===== src/rtl/prio_irq_encoder_if.sv =====
// Request/grant bundle between interrupt sources and the priority encoder.
// Active-low request, enable and grant signals keep the legacy 74x148 sense.
interface prio_irq_encoder_if #(
    parameter int N = 8,
    parameter int W = 3
);
    logic         EI;
    logic [N-1:0] DataIn;
    logic [N-1:0] MaskIn;
    logic         MaskWe;
    logic         Ack;
    logic [W-1:0] DataOut;
    logic         GS;
    logic         EO;
    logic         Lost;

    modport master (
        output EI, DataIn, MaskIn, MaskWe, Ack,
        input  DataOut, GS, EO, Lost
    );

    modport slave (
        input  EI, DataIn, MaskIn, MaskWe, Ack,
        output DataOut, GS, EO, Lost
    );
endinterface


===== src/rtl/prio_irq_encoder.sv =====
// Edge-latched, maskable priority/round-robin interrupt encoder with held grant.
// Fall at edge k is pending at k and granted after k+1; grant holds until Ack.
module prio_irq_encoder #(
    parameter int N    = 8,
    parameter int W    = 3,
    parameter int MODE = 0
) (
    input  logic              CLK,
    input  logic              nRST,
    prio_irq_encoder_if.slave irq
);
    typedef enum logic {IDLE, GRANT} state_t;

    state_t       state_q, state_d;
    logic [N-1:0] req_q, pend_q, pend_d, mask_q;
    logic [W-1:0] rr_q, rr_d, idx_q, idx_d;
    logic [W-1:0] dout_q, dout_d;
    logic         gs_q, gs_d, eo_q, eo_d, lost_q, lost_d;

    logic [N-1:0] fall, cand, clr;
    logic [W-1:0] sel_idx;
    logic         sel_vld;

    assign fall = req_q & ~irq.DataIn;
    assign cand = pend_q & ~mask_q;

    // Round-robin scans downward from rr_q+N-1 so the last hit is the first at/above rr_q.
    always_comb begin
        int j;
        j       = 0;
        sel_vld = 1'b0;
        sel_idx = '0;
        if (MODE == 0) begin
            for (int i = 0; i < N; i++) begin
                if (cand[i]) begin
                    sel_vld = 1'b1;
                    sel_idx = W'(i);
                end
            end
        end else begin
            for (int k = N - 1; k >= 0; k--) begin
                j = (int'(rr_q) + k) % N;
                if (cand[j]) begin
                    sel_vld = 1'b1;
                    sel_idx = W'(j);
                end
            end
        end
    end

    always_comb begin
        state_d = state_q;
        dout_d  = dout_q;
        gs_d    = gs_q;
        eo_d    = eo_q;
        idx_d   = idx_q;
        rr_d    = rr_q;
        clr     = '0;
        if (irq.EI) begin
            state_d = IDLE;
            dout_d  = '1;
            gs_d    = 1'b1;
            eo_d    = 1'b1;
        end else begin
            case (state_q)
                IDLE: begin
                    if (sel_vld) begin
                        idx_d   = sel_idx;
                        dout_d  = ~sel_idx;
                        gs_d    = 1'b0;
                        eo_d    = 1'b1;
                        state_d = GRANT;
                    end else begin
                        dout_d  = '1;
                        gs_d    = 1'b1;
                        eo_d    = 1'b0;
                    end
                end
                GRANT: begin
                    if (irq.Ack) begin
                        clr[idx_q] = 1'b1;
                        dout_d     = '1;
                        gs_d       = 1'b1;
                        eo_d       = 1'b1;
                        rr_d       = (idx_q == W'(N - 1)) ? '0 : idx_q + 1'b1;
                        state_d    = IDLE;
                    end
                end
                default: state_d = IDLE;
            endcase
        end
    end

    // A new fall wins over the Ack clear; a fall that re-arms the acked channel is not lost.
    assign pend_d = (pend_q & ~clr) | fall;
    assign lost_d = |(fall & pend_q & ~clr);

    always_ff @(posedge CLK) begin
        if (!nRST) begin
            req_q   <= '1;
            pend_q  <= '0;
            mask_q  <= '0;
            rr_q    <= '0;
            idx_q   <= '0;
            state_q <= IDLE;
            dout_q  <= '1;
            gs_q    <= 1'b1;
            eo_q    <= 1'b1;
            lost_q  <= 1'b0;
        end else begin
            req_q   <= irq.DataIn;
            pend_q  <= pend_d;
            if (irq.MaskWe) begin
                mask_q <= irq.MaskIn;
            end
            rr_q    <= rr_d;
            idx_q   <= idx_d;
            state_q <= state_d;
            dout_q  <= dout_d;
            gs_q    <= gs_d;
            eo_q    <= eo_d;
            lost_q  <= lost_d;
        end
    end

    assign irq.DataOut = dout_q;
    assign irq.GS      = gs_q;
    assign irq.EO      = eo_q;
    assign irq.Lost    = lost_q;
endmodule


===== src/flat_wrapper.sv =====
// flat-port wrapper written by rule: the top's interface ports become plain ports
module prio_irq_encoder_flat 
#(
    parameter int N    = 8,
    parameter int W    = 3,
    parameter int MODE = 0
)
  (CLK, nRST, irq_EI, irq_DataIn, irq_MaskIn, irq_MaskWe, irq_Ack, irq_DataOut, irq_GS, irq_EO, irq_Lost);
  prio_irq_encoder_if #(.N(N), .W(W)) irq_i ();
  input  logic CLK;
  input  logic nRST;
  input wire logic [$bits(irq_i.EI)-1:0] irq_EI;
  input wire logic [$bits(irq_i.DataIn)-1:0] irq_DataIn;
  input wire logic [$bits(irq_i.MaskIn)-1:0] irq_MaskIn;
  input wire logic [$bits(irq_i.MaskWe)-1:0] irq_MaskWe;
  input wire logic [$bits(irq_i.Ack)-1:0] irq_Ack;
  output wire logic [$bits(irq_i.DataOut)-1:0] irq_DataOut;
  output wire logic [$bits(irq_i.GS)-1:0] irq_GS;
  output wire logic [$bits(irq_i.EO)-1:0] irq_EO;
  output wire logic [$bits(irq_i.Lost)-1:0] irq_Lost;
  assign irq_i.EI = irq_EI;
  assign irq_i.DataIn = irq_DataIn;
  assign irq_i.MaskIn = irq_MaskIn;
  assign irq_i.MaskWe = irq_MaskWe;
  assign irq_i.Ack = irq_Ack;
  assign irq_DataOut = irq_i.DataOut;
  assign irq_GS = irq_i.GS;
  assign irq_EO = irq_i.EO;
  assign irq_Lost = irq_i.Lost;
  prio_irq_encoder #(.N(N), .W(W), .MODE(MODE)) u_core (.CLK(CLK), .nRST(nRST), .irq(irq_i));
endmodule

===== config.mk =====
export PLATFORM = sky130hd
export DESIGN_NAME = prio_irq_encoder_flat
export DESIGN_NICKNAME = d
export VERILOG_FILES = /design/src/rtl/prio_irq_encoder_if.sv /design/src/rtl/prio_irq_encoder.sv /design/src/flat_wrapper.sv
export SDC_FILE = /design/constraint.sdc
export NUM_CORES = 1
export LEC_CHECK = 0
export BUFFER_PORTS_ARGS = -buffer_cell sky130_fd_sc_hd__buf_2
export CELL_PAD_IN_SITES_DETAIL_PLACEMENT = 0
export CELL_PAD_IN_SITES_GLOBAL_PLACEMENT = 2
export CORE_MARGIN = 2
export CORE_UTILIZATION = 33
export CTS_CLUSTER_SIZE = 8
export DETAILED_ROUTE_END_ITERATION = 10
export GPL_ROUTABILITY_DRIVEN = 1
export GPL_TIMING_DRIVEN = 0
export PLACE_DENSITY_LB_ADDON = 0.1
export SYNTH_ARGS = -nofsm -noshare
export SYNTH_HDL_FRONTEND = slang
export SYNTH_SLANG_ARGS = --single-unit

===== constraint.sdc =====
create_clock -name CLK -period 1.6 [get_ports CLK]
set_input_delay 0.24 -clock CLK [delete_from_list [all_inputs] [get_ports CLK]]
set_output_delay 0.24 -clock CLK [all_outputs]
set_load 0.05 [all_outputs]

==> results.md <==
- Outcome: complete, no violations
- Required @ worst endpoint: 1.79 ns
- Critical path arrival: 1.63 ns
- Distinct cells, synth: 33
- Register area share after synthesis: 47.68%
- PortBufs: 25
- DRT Pass-1 Iters: 4
- Reg-to-reg slack, setup: 0.16 ns
- Clock Skews: 0.007982 ns
- FP Rows: 23
- Synth Net Count: 168
- Unrepaired setup endpoints after global routing: false
- DRC violation count after routing: 0
- Hold path depth: 2
- IO Pins: 27
- Pwr per Cell Area: 1101 nW/µm²
- CTS tree: done
- Yosys reg bits: 34
- CP peak stage delay: 0.31 ns
- Pleak: 0.7063 nW
- GRT Overall Usage: 14.11%
- Fmax: 0.6937 GHz
- Vias: 1,078
- FF+latch area: 680.7 µm²
- Most used flip-flop cell after synthesis: dfxtp_1
- Clock Path Buffers: 2
- Area of the core: 4086 µm²
- CP Max Fanout: 8
- Synth Area per Inst: 9.712 µm²
- Fin nets: 200
- Drt total wl: 3026 µm
- First-pass GRT wire length: 5292 µm
- Hpwl dp: 2266 µm
- Reg2reg end: u_core.irq.Lost
- Effective utilization at floorplan: 34.94%
- ANT nets after route: 0
- Setup TNS: 0 ns
- Final Hold Viols: 0
- Inserted Clock Buffers: 5
- Post-synth EDFFs: 0
- Max-cap violations: 0
- Die height: 69.78 µm
- Routability cong.: 0.8065
- Total Power: 1.878 mW
- Hold EP: u_core.req_q[1]
- Fraction of the cycle the final worst path needs: 90.10%
- Worst slew pin tran: 0.5710 ns
- Multi-input logic area: 710.7 µm²
- Worst Hold Class: in2reg
- Ys Warns: 0
- Relative max-transition margin: 61.93%
- Root Buffer: clkbuf_8
- H-tree lvl count: 2
- Crit path buffers/inverters: 1
- Iter 0 DRT Violations: 38
- Crit path max-delay family: compound AO/OA/AOI/OAI gates
- Setup violators final: 0
- Crit path launch type: flop
- Synth Instances: 147
- Worst r2r src: u_core.state_q
- PostCTS Resize Cnt: 0
- Fillers: 424
- Asr flop ratio synth: 0%
- N_diodes: 0
- Clock sink count: 34
- Postcts setup bufs: 0
- Maximum vdd ir drop: 0.3574 mV
- Area grow syn2layout: 19.46%
- Wire per inst: 13.16 µm
- Cell Chain, Critical Path: buf_4 > nand4b_2 > o21ai_1 > o22a_2 > o221ai_2 > o31a_1
- R2R depth: 6
- Post-Syn Area: 1428 µm²
- Insertion delay to the later sink of the worst-skew pair: 0.29 ns
- Clock transition at the registers of the reported paths: 0.08 ns
- Largest net degree at the start of global routing: 13
- Via density: 4.687
- Die area: 4869 µm²
- Fraction of layout cells with a size suffix above 1: 23.33%
- Max stage delay cell, worst path: dfxtp_1
- Cts hold-fix bufs: 0
- Min Tclk post-route: 1.442 ns
- Die X-Extent: 69.78 µm
- Hold Path Origin: irq_DataIn[1]
- Crit end category: flop
- Max-slew violations: 0
- Remaining Overflow, GRT: 0
- Initial antenna violation count: 0
- Critical path type: reg2reg
- Vias in the first global route: 1,135
## cells in the final DEF, fill, tap and decap left out, types with 2 or more instances in the layout
cell	instances
nor2b_1	13
nand3b_1	2
dfxtp_1	34
o21ai_1	3
nand2b_1	26
nand2_1	12
buf_2	27
o21ai_0	4
a21boi_0	9
nor2_1	4
o22ai_1	3
clkbuf_8	5
clkbuf_1	4
nand3_1	2
mux2i_1	10
## registers in the layout, indices dropped and copies added, names as in the netlist
signal and flops:
u_core.idx_q 3, u_core.irq.DataOut 3, u_core.irq.EO 1, u_core.irq.GS 1
u_core.irq.Lost 1, u_core.mask_q 8, u_core.pend_q 8, u_core.req_q 8
u_core.state_q 1
## kinds of logic after synthesis
kind of cell	count (synthesis)	share of synthesized area (%)
flops	34	47.68
buf+inv	8	2.541
compound gates	30	15.60
mux	11	7.800
simple gates	64	26.38
## synth_stat cells (all sizes together), types with 2 or more instances
| cell type | count | area [µm²] |
|---|---|---|
| clkbuf | 4 | 15.01 |
| nor2b | 13 | 81.33 |
| nor2 | 4 | 15.01 |
| nand2 | 12 | 45.04 |
| dfxtp | 34 | 680.7 |
| nand3b | 2 | 15.01 |
| nand3 | 2 | 10.01 |
| buf | 3 | 17.52 |
| o21ai | 8 | 43.79 |
| a21boi | 10 | 75.07 |
| mux2i | 10 | 100.1 |
| o22ai | 3 | 18.77 |
| nand2b | 26 | 162.7 |
## per-stage QoR
| step | hold slack [ns] | util [%] | instance area, µm² | std cells | setup WS (ns) |
|---|---|---|---|---|---|
| after floorplan | 0.3415 | - | 1428 | 147 | 0.3161 |
| after global placement | 0.4337 | 39.53 | 1615 | 222 | 0.1321 |
| after detailed placement | 0.4357 | 39.53 | 1615 | 222 | 0.1365 |
| after CTS | 0.1247 | 41.73 | 1705 | 230 | 0.1461 |
| after global routing | 0.1241 | 41.73 | 1705 | 230 | 0.02914 |
| final | 0.1341 | 41.73 | 1705 | 230 | 0.1584 |
## where the power goes
| group | total, mW | internal (mW) | switching [mW] |
|---|---|---|---|
| registers | 0.935 | 0.906 | 0.0287 |
| logic | 0.303 | 0.128 | 0.174 |
| clock network | 0.640 | 0.305 | 0.335 |
| total | 1.88 | 1.34 | 0.538 |
## worst reg2reg max path, cell delays in order (launching register included)
cell and delay [ns]:
dfxtp_1 0.31, buf_4 0.15, nand4b_2 0.18, o21ai_1 0.21, o22a_2 0.17, o221ai_2 0.08, o31a_1 0.24
## layout make-up
type / instances / area share [%]
multi-input cells: 105 / 41.67
flip-flops and latches: 34 / 39.91
repair buffers: 25 / 7.337
clock buffers: 5 / 4.035
well taps: 50 / 3.668
plain buffers: 7 / 1.908
clock inverters: 3 / 1.247
inverters: 1 / 0.2201
## how the worst max path moves through the flow
stage	cells past startpoint	to	from	slack, ns
3_3_place_gp	6	u_core.irq.Lost	irq_EI	0.13
2_1_floorplan	6	u_core.irq.Lost	u_core.state_q	0.32
5_1_grt	5	u_core.irq.Lost	u_core.state_q	0.03
6_report	6	u_core.irq.Lost	u_core.state_q	0.16
4_1_cts	6	u_core.irq.Lost	u_core.state_q	0.15
3_5_place_dp	6	u_core.irq.Lost	irq_EI	0.14
## metal layers
layer	GRT usage (%)	routed length, µm	part of all wire, %	up-vias
li1	-	-	-	566
met1	18.52	1499	50	485
met2	21.16	1353	45	19
met3	4.506	118	3.9	8
met4	6.197	54	1.8	0
met5	0	0	0	-
(Power assumes the default switching activity.)
